File: config.mk
export PLATFORM = sky130hd
export DESIGN_NAME = reg_bank_arbiter
export DESIGN_NICKNAME = d
export VERILOG_FILES = /design/src/rtl/reg_bank_arbiter.sv
export SDC_FILE = /design/constraint.sdc
export NUM_CORES = 1
export LEC_CHECK = 0
export ABC_CLOCK_PERIOD_IN_PS = 3800
export BUFFER_PORTS_ARGS = -buffer_cell sky130_fd_sc_hd__buf_4
export CORE_MARGIN = 2
export CORE_UTILIZATION = 43
export CTS_BUF_LIST = sky130_fd_sc_hd__clkbuf_16
export DETAILED_ROUTE_END_ITERATION = 7
export PLACE_DENSITY = 0.72
export SLEW_MARGIN = 0
export SYNTH_ARGS = -nofsm -noshare
export SYNTH_HDL_FRONTEND = slang
export SYNTH_SLANG_ARGS = --single-unit
File: constraint.sdc
create_clock -name CLK -period 3.8 [get_ports CLK]
set_input_delay 0.76 -clock CLK [delete_from_list [all_inputs] [get_ports CLK]]
set_output_delay 0.76 -clock CLK [all_outputs]
set_load 0.01 [all_outputs]
File: src/rtl/reg_bank_arbiter.sv
// reg_bank_arbiter: round-robin arbiter/sequencer sharing one register-bank port among NREQ requesters.
// Latency: REQ sampled in IDLE -> GNT + bank drive next cycle -> ACK/RDATA the cycle after (1 access / 3 cycles).
// Backpressure: requesters hold REQ and command until GNT; losers wait; a LOCK holder blocks others until release.
//
// Ports:
//   CLK, RST                 clock, synchronous active-high reset
//   REQ/LOCK/WE [NREQ]       per-requester request, hold-grant request, write(1)/read(0)
//   ADDR/WDATA               packed per-requester commands, requester i at [i*AW +: AW] / [i*DW +: DW]
//   GNT/ACK [NREQ]           registered one-hot grant / one-cycle completion pulse
//   RDATA                    registered read data, valid with ACK (pre-write value on writes)
//   BANK_WE/ADDR/WDATA       registered bank port; BANK_RDATA is the bank's combinational read data
//   TIMEOUT                  one-cycle pulse on a forced lock release
// Optional: define REG_ARB_LOCK_TIMEOUT_EN to force-release a lock that sits idle for MAX_LOCK
// LOCKED cycles; without it a lock persists indefinitely and TIMEOUT is tied low.
module reg_bank_arbiter #(
   parameter int NREQ     = 4,
   parameter int AW       = 3,
   parameter int DW       = 8,
   parameter int MAX_LOCK = 15
) (
   input  logic              CLK,
   input  logic              RST,
   input  logic [NREQ-1:0]   REQ,
   input  logic [NREQ-1:0]   LOCK,
   input  logic [NREQ-1:0]   WE,
   input  logic [NREQ*AW-1:0] ADDR,
   input  logic [NREQ*DW-1:0] WDATA,
   output logic [NREQ-1:0]   GNT,
   output logic [NREQ-1:0]   ACK,
   output logic [DW-1:0]     RDATA,
   output logic              BANK_WE,
   output logic [AW-1:0]     BANK_ADDR,
   output logic [DW-1:0]     BANK_WDATA,
   input  logic [DW-1:0]     BANK_RDATA,
   output logic              TIMEOUT
);

   localparam int PW = $clog2(NREQ);

   if (NREQ < 2 || NREQ > 8 || MAX_LOCK < 1) begin : g_param_check
      $error("reg_bank_arbiter: NREQ must be 2..8 and MAX_LOCK >= 1");
   end

   typedef enum logic [1:0] {IDLE, ACCESS, DONE, LOCKED} state_t;

   state_t          state_q, state_d;
   logic [NREQ-1:0] gnt_q, gnt_d;
   logic [NREQ-1:0] ack_q, ack_d;
   logic [DW-1:0]   rdata_q, rdata_d;
   logic            bank_we_q, bank_we_d;
   logic [AW-1:0]   bank_addr_q, bank_addr_d;
   logic [DW-1:0]   bank_wdata_q, bank_wdata_d;
   logic [PW-1:0]   ptr_q, ptr_d;
   logic [PW-1:0]   win_q, win_d;

`ifdef REG_ARB_LOCK_TIMEOUT_EN
   localparam int LCW = $clog2(MAX_LOCK + 1);
   logic [LCW-1:0]  cnt_q, cnt_d;
   logic            timeout_q, timeout_d;
`endif

   // Round-robin search: first requester above the last winner, wrapping.
   logic          found;
   logic [PW-1:0] cand;
   always_comb begin
      int idx;
      found = 1'b0;
      cand  = '0;
      for (int k = 1; k <= NREQ; k++) begin
         idx = (int'(ptr_q) + k) % NREQ;
         if (!found && REQ[PW'(idx)]) begin
            found = 1'b1;
            cand  = PW'(idx);
         end
      end
   end

   // In LOCKED only the lock owner may be captured; otherwise the round-robin winner.
   logic [PW-1:0]   sel;
   logic [NREQ-1:0] sel_oh;
   logic            capture;
   logic            release_gnt;

   always_comb begin
      state_d      = state_q;
      gnt_d        = gnt_q;
      ack_d        = '0;
      rdata_d      = rdata_q;
      bank_we_d    = 1'b0;
      bank_addr_d  = bank_addr_q;
      bank_wdata_d = bank_wdata_q;
      ptr_d        = ptr_q;
      win_d        = win_q;
      capture      = 1'b0;
      release_gnt  = 1'b0;
`ifdef REG_ARB_LOCK_TIMEOUT_EN
      cnt_d        = cnt_q;
      timeout_d    = 1'b0;
`endif
      sel          = (state_q == LOCKED) ? win_q : cand;
      sel_oh       = '0;
      sel_oh[sel]  = 1'b1;

      case (state_q)
         IDLE: begin
            if (found) capture = 1'b1;
         end
         ACCESS: begin
            // Bank commits the write at this closing edge; read data is the pre-write value.
            rdata_d = BANK_RDATA;
            ack_d   = gnt_q;
            state_d = DONE;
         end
         DONE: begin
            if (LOCK[win_q]) state_d = LOCKED;
            else             release_gnt = 1'b1;
         end
         LOCKED: begin
            if (REQ[win_q]) begin
               capture = 1'b1;
            end else if (!LOCK[win_q]) begin
               release_gnt = 1'b1;
            end else begin
`ifdef REG_ARB_LOCK_TIMEOUT_EN
               if (cnt_q == LCW'(MAX_LOCK - 1)) begin
                  release_gnt = 1'b1;
                  timeout_d   = 1'b1;
                  cnt_d       = '0;
               end else begin
                  cnt_d = cnt_q + 1'b1;
               end
`endif
            end
         end
         default: state_d = IDLE;
      endcase

      if (capture) begin
         win_d        = sel;
         gnt_d        = sel_oh;
         bank_we_d    = WE[sel];
         bank_addr_d  = ADDR[sel*AW +: AW];
         bank_wdata_d = WDATA[sel*DW +: DW];
         state_d      = ACCESS;
`ifdef REG_ARB_LOCK_TIMEOUT_EN
         cnt_d        = '0;
`endif
      end

      // Releasing makes the last winner lowest priority for the next search.
      if (release_gnt) begin
         gnt_d   = '0;
         ptr_d   = win_q;
         state_d = IDLE;
      end
   end

   always_ff @(posedge CLK) begin
      if (RST) begin
         state_q      <= IDLE;
         gnt_q        <= '0;
         ack_q        <= '0;
         rdata_q      <= '0;
         bank_we_q    <= 1'b0;
         bank_addr_q  <= '0;
         bank_wdata_q <= '0;
         ptr_q        <= PW'(NREQ - 1);
         win_q        <= '0;
`ifdef REG_ARB_LOCK_TIMEOUT_EN
         cnt_q        <= '0;
         timeout_q    <= 1'b0;
`endif
      end else begin
         state_q      <= state_d;
         gnt_q        <= gnt_d;
         ack_q        <= ack_d;
         rdata_q      <= rdata_d;
         bank_we_q    <= bank_we_d;
         bank_addr_q  <= bank_addr_d;
         bank_wdata_q <= bank_wdata_d;
         ptr_q        <= ptr_d;
         win_q        <= win_d;
`ifdef REG_ARB_LOCK_TIMEOUT_EN
         cnt_q        <= cnt_d;
         timeout_q    <= timeout_d;
`endif
      end
   end

   assign GNT        = gnt_q;
   assign ACK        = ack_q;
   assign RDATA      = rdata_q;
   assign BANK_WE    = bank_we_q;
   assign BANK_ADDR  = bank_addr_q;
   assign BANK_WDATA = bank_wdata_q;
`ifdef REG_ARB_LOCK_TIMEOUT_EN
   assign TIMEOUT    = timeout_q;
`else
   assign TIMEOUT    = 1'b0;
`endif

endmodule
# Word-level counts from Yosys, hierarchy flattened
# Index checks and enable logic that the tools add are counted.
[word_totals] wordCells=85 input_bits=66 output_inout_bits=29 reg_bits=34
[classes] n_eq_ne=5 bitwise=2 muxes=38 n_reduce_logical=16 mul=1 shift=2 n_addsub=4 order_cmp=7
[op_table] cell="$shiftx 32x6->8" count=1
[op_table] cell="$mux 1" count=21
[op_table] cell="$lt 2x4->1 const B" count=4
[op_table] cell="$bmux 1 s2" count=7
[op_table] cell="$mux 2" count=6
[op_table] cell="$shiftx 12x5->3" count=1
[op_table] cell="$lt 2x3->1 const B" count=2
[op_table] cell="$reduce_or 2->1" count=3
[op_table] cell="$add 2x1->2 const B" count=2
[op_table] cell="$add 2x2->2 const B" count=2
[op_table] cell="$eq 2x2->1 const B" count=2
[op_table] cell="$logic_and 1x1->1" count=4
[op_table] cell="$mul 2x2->4 const B" count=1
[op_table] cell="$pmux 1 s2" count=2
[op_table] cell="$pmux 2 s2" count=1
[op_table] cell="$reduce_and 2->1" count=2
[op_table] cell="$logic_not 1->1" count=3
[op_table] cell="$ne 3x3->1 const B" count=1
[op_table] cell="$reduce_bool 3->1" count=1
[op_table] cell="$reduce_or 3->1" count=1
[op_table] cell="$demux 1 s2" count=1
[op_table] cell="$eq 2x1->1 const B" count=1
[op_table] cell="$ge 2x1->1 const B" count=1
[op_table] cell="$logic_not 2->1" count=1
[op_table] cell="other kinds (3)" count=4

# Logic depth before layout (Yosys ltp)
[logic_depth] ltp_word=19 depth_mapped=9

# Least setup slack after synthesis
# Ideal clock, no wire load.
[synth_timing] path_type="input to register" start="in REQ[2]" end="reg bank_wdata_q[1], in the netlist BANK_WDATA[1]" setup_slack_ps=1296 stages=9 t_arrival_ps=2375 required_time_ps=3671 cell_sequence="buf_2 -> or4_4 -> nor2_4 -> a21oi_2 -> and2_1 -> buf_6 -> buf_6 -> a2111oi_2 -> nor3_2"
[synth_via] elab_chain_len=15 elab_cells_between_ends=33 cone_classes="1 x shift; 26 x mux; 6 x reduce/logical"
[synth_lines] item="start: declaration" line="23" source="input logic [NREQ-1:0] REQ,"
[synth_lines] item="$bmux 1 s2" line="71" source="if (!found && REQ[PW'(idx)]) begin"
[synth_lines] item="$mux 1 (implied by the code) (2 in a row)" line="71"
[synth_lines] item="$mux 1" line="71"
[synth_lines] item="$logic_not 1->1" line="71"
[synth_lines] item="$logic_and 1x1->1" line="71"
[synth_lines] item="$mux 1" line="71"
[synth_lines] item="$logic_not 1->1" line="71"
[synth_lines] item="$logic_and 1x1->1" line="71"
[synth_lines] item="$mux 1" line="71"
[synth_lines] item="$logic_not 1->1" line="71"
[synth_lines] item="$logic_and 1x1->1" line="71"
[synth_lines] item="$mux 2 / $mux 1 (equally long branches)" line="71"
[synth_lines] item="$mux 2 / $mux 1 (equally long branches)" line="100, 106"
[synth_lines] item="$shiftx 32x6->8 / $pmux 1 s2 (equally long branches)" line="143, 104"
[synth_lines] item="end signal: assignment" line="180" source="bank_wdata_q <= bank_wdata_d;"
[synth_lines] item="end: declaration" line="52" source="logic [DW-1:0] bank_wdata_q, bank_wdata_d;"
# Parallel ways exist; a longest one is shown, timed or not. The select of a mux whose other input is x is not followed.
# A chain may end at the register's enable or synchronous reset.

# Final worst setup path
[layout_timing] start="in REQ[1]" end="reg bank_addr_q[0], in the netlist BANK_ADDR[0]"
[layout_via] elab_chain_len=16 elab_cells_between_ends=34 cone_classes="1 x mul; 1 x shift; 26 x mux; 6 x reduce/logical"
[layout_lines] item="$bmux 1 s2" line="71"
[layout_lines] item="$mux 1 (implied by the code) (2 in a row)" line="71"
[layout_lines] item="$mux 1" line="71"
[layout_lines] item="$logic_not 1->1" line="71"
[layout_lines] item="$logic_and 1x1->1" line="71"
[layout_lines] item="$mux 1" line="71"
[layout_lines] item="$logic_not 1->1" line="71"
[layout_lines] item="$logic_and 1x1->1" line="71"
[layout_lines] item="$mux 1" line="71"
[layout_lines] item="$logic_not 1->1" line="71"
[layout_lines] item="$logic_and 1x1->1" line="71"
[layout_lines] item="$mux 2" line="71"
[layout_lines] item="$mux 2" line="100" source="sel = (state_q == LOCKED) ? win_q : cand;"
[layout_lines] item="$mul 2x2->4" line="142" source="bank_addr_d = ADDR[sel*AW +: AW];"
[layout_lines] item="$shiftx 12x5->3" line="142"
[layout_lines] item="end signal: assignment" line="179" source="bank_addr_q <= bank_addr_d;"
[layout_lines] item="end: declaration" line="51" source="logic [AW-1:0] bank_addr_q, bank_addr_d;"
# Parallel ways exist; a longest one is shown, timed or not. The select of a mux whose other input is x is not followed.

==> reports/metrics.csv <==
stage,metric,value,unit
job,maxCapViolCount,0,
global_routing,busiest_layer,met2,
layout,nNetsFinal,444,
synthesis,netlist.area_leader.share,28.39,%
layout,final_core_util,60.69,%
timing,relSlewSlack,22.74,%
global_routing,grt_usage,23.79,%
placement,globalplace.congestion,0.8540,
pwr,p_per_area,732.1,nW/um2
timing,tns,0,ns
synthesis,synthCells,292,
clocking,clockRootBuffer,clkbuf_16,
worst_setup_path,cp.arrival,3.06,ns
clocking,clockBufferDepth,2,
synthesis,synth.distinct_cells,45,
run_status,outcome,"finished, final reports clean",
global_routing,antenna_found_initial,0,
route,drc_errors,0,
clocking,htreeDepth,2,
route,ant_nets,0,
worst_setup_path,critPathMaxFanout,16,
global_routing,grt_max_degree,28,
synthesis,ys_seq_area_share,28.39,%
route,drt_iter0_markers,190,
timing,report.final.setup_viol,0,
clocking,clock_latency,0.28,ns
floorplanning,die_w,78.67,um
clocking,cts_made_buffers,5,
pwr,p_leak,1.380,nW
worst_setup_path,criticalPathCategory,in2reg,
floorplanning,io_pins,95,
global_routing,met1_usage,31.00,%
timing,fin_skew,0.004908,ns
route,drt_wl_total,7.182,mm
synthesis,synth_seq_cells,34,
layout,antenna_cells,0,
worst_setup_path,worstPathCellList,"buf_4, or4_4, nor2_4, a21oi_2, and2_1, a2111oi_0, nor3_1",
route,dr.pass1.iters,4,
worst_setup_path,end_kind,flop,
route,vias,2512,
synthesis,synth_fp_nets,363,
global_routing,grt_pass1_wl,11.71,mm
route,drt-vias-per-instance,5.632,
global_routing,use_met3,4.138,%
floorplanning,die_h,78.67,um
placement,hpwl,5.041,mm
worst_setup_path,crit_path_start_kind,input port,
floorplanning,core,5439,um2
timing,fin_crit_sh,76.38,%
timing,rsz0062_at_grt,false,
timing,worst_slew_pin_slew,1.159,ns
synthesis,synth_area,2397,um2
worst_setup_path,worst_path_max_delay_cell,or4_4,
route,detail_route.wl_per_cell,16.10,um
floorplanning,num_rows,27,
clocking,clkSinkCount,34,
global_routing,gr-total-overflow,0,
clocking,cts_resized,0,
hold_path,hp-class,reg2reg,
global_routing,use_met2,39.40,%
clocking,path_clk_slew,0.06,ns
timing,finalHoldViolCount,0,
timing,fmax,0.3445,GHz
timing,min_period,2.902,ns
clocking,cts_tree,built,
pwr,vdd_ir_drop_max,0.3227,mV
synthesis,yosys-top-cells-area,"dfxtp_1 (28%), o21ai_0 (5.2%), mux2i_1 (4.6%), nor3b_2 (4.2%), a2111oi_2 (3.8%)",
timing,final_max_slew_viol_count,0,
worst_setup_path,slowest_delay,0.56,ns
floorplanning,initial_utilization,44.08,%
layout,drive_gt1_share,35.83,%
layout,syn_to_final_growth,37.68,%
global_routing,grt_pass1_vias,2462,
synthesis,synth_area_leader_cell,dfxtp_1,
clocking,post-cts-setup-buffer-count,0,
placement,port_buffers,93,
floorplanning,die-area,6188,um2
clocking,cts_hold_buf,0,
worst_setup_path,worstPathRequired,3.95,ns
synthesis,syn_avg_cell_area,8.210,um2
synthesis,ys_warn_count,0,
[power by group]
| part | total (mW) | internal (mW) | switching [mW] |
|---|---|---|---|
| Combinational | 1.30 | 0.549 | 0.754 |
| Sequential | 0.578 | 0.483 | 0.0952 |
| Clock | 0.536 | 0.377 | 0.159 |
| Total | 2.42 | 1.41 | 1.01 |
[kinds of logic (layout without fill, tap and decap cells)]
family | count (synthesis) | after routing | share of synthesized area (%)
DFF | 34 | 34 | 28.39
adders and majority gates | 5 | 5 | 2.610
AOI/OAI and AO/OA | 83 | 83 | 25.31
and+or+nand+nor | 113 | 113 | 28.76
other | 1 | 1 | 0.1564
muxes | 13 | 13 | 6.472
buffers and inverters | 43 | 125 | 8.298
[synth_stat cells (all sizes together)]
cell type,instances
dfxtp,34
o21ai,26
nor2,25
nand2,22
inv,18
clkbuf,16
nor2b,14
a2111oi,12
a21boi,12
nor3,12
a22oi,11
mux2i,11
nor3b,11
nor4,11
a21oi,10
buf,9
and2,5
ha,5
nand2b,5
nand3,3
a211o,2
a211oi,2
and3,2
mux4,2
o31a,2
o41ai,2
a221oi,1
a32o,1
a32oi,1
conb,1
o41a,1
or2,1
or4,1
or4b,1
[placed cells by master (no fill, tap or decap), types with 2 or more instances in the layout]
cell type / instances
a2111oi_0: 5
a2111oi_2: 6
a211o_1: 2
a211oi_1: 2
a21boi_0: 11
a21oi_1: 9
a22oi_1: 11
and2_1: 5
and3_1: 2
buf_4: 99
bufinv_16: 2
clkbuf_16: 5
dfxtp_1: 34
ha_1: 5
inv_1: 17
mux2i_1: 11
mux4_2: 2
nand2_1: 22
nand2b_1: 5
nand3_1: 3
nor2_1: 24
nor2b_1: 14
nor3_1: 9
nor3_2: 3
nor3b_2: 8
nor3b_4: 3
nor4_1: 11
o21ai_0: 25
o31a_1: 2
[final timing paths]
check / start / end / slack (ns) / cells after the start
worst max register to register: state_q[0]$_SDFFE_PP0P_ / BANK_WE$_SDFF_PP0_ / 1.09 / 6
worst min-delay path: GNT[3]$_SDFFE_PP0P_ / GNT[3]$_SDFFE_PP0P_ / 0.47 / 2
worst max-delay path: REQ[1] / BANK_ADDR[0]$_SDFFE_PP0P_ / 0.90 / 7
worst min register to register: GNT[3]$_SDFFE_PP0P_ / GNT[3]$_SDFFE_PP0P_ / 0.47 / 2
[cell type report]
class / count / area [um2]
clock buffers: 5 / 125.1
clock inverters: 3 / 68.82
fillers: 488 / 2138
inverters: 18 / 67.56
multi-input cells: 215 / 1525
flip-flops and latches: 34 / 680.7
well taps: 72 / 90.09
repair buffers: 99 / 743.2
[stage by stage]
stage	total power, mW	area, um2	setup slack, ns	cells	hold slack, ns
after global placement	1.846	3107	0.6969	438	0.4586
after CTS	2.422	3301	0.9112	446	0.4709
after global routing	2.584	3301	0.7487	446	0.5027
after detailed placement	1.878	3107	0.6147	438	0.4623
after floorplan	1.479	2397	1.296	292	0.4703
final	2.416	3301	0.8976	446	0.4678
[routing by layer]
metal,vias to the layer above,part of all wire (%)
li1,1214,-
met1,1177,43
met2,110,49
met3,11,6.7
met4,0,1.2
met5,-,0
[worst max-delay path, delay by kind of cell]
family / cells / cell delay, ns
AOI/OAI and AO/OA: 2 / 0.72
buffers and inverters: 1 / 0.13
and+or+nand+nor: 4 / 1.43
[sequential cells by signal, indices dropped and copies added (netlist names)]
signal / count
win_q: 2
BANK_WE: 1
RDATA: 8
BANK_WDATA: 8
ptr_q: 2
BANK_ADDR: 3
state_q: 2
ACK: 4
GNT: 4
(Power assumes the default switching activity.)
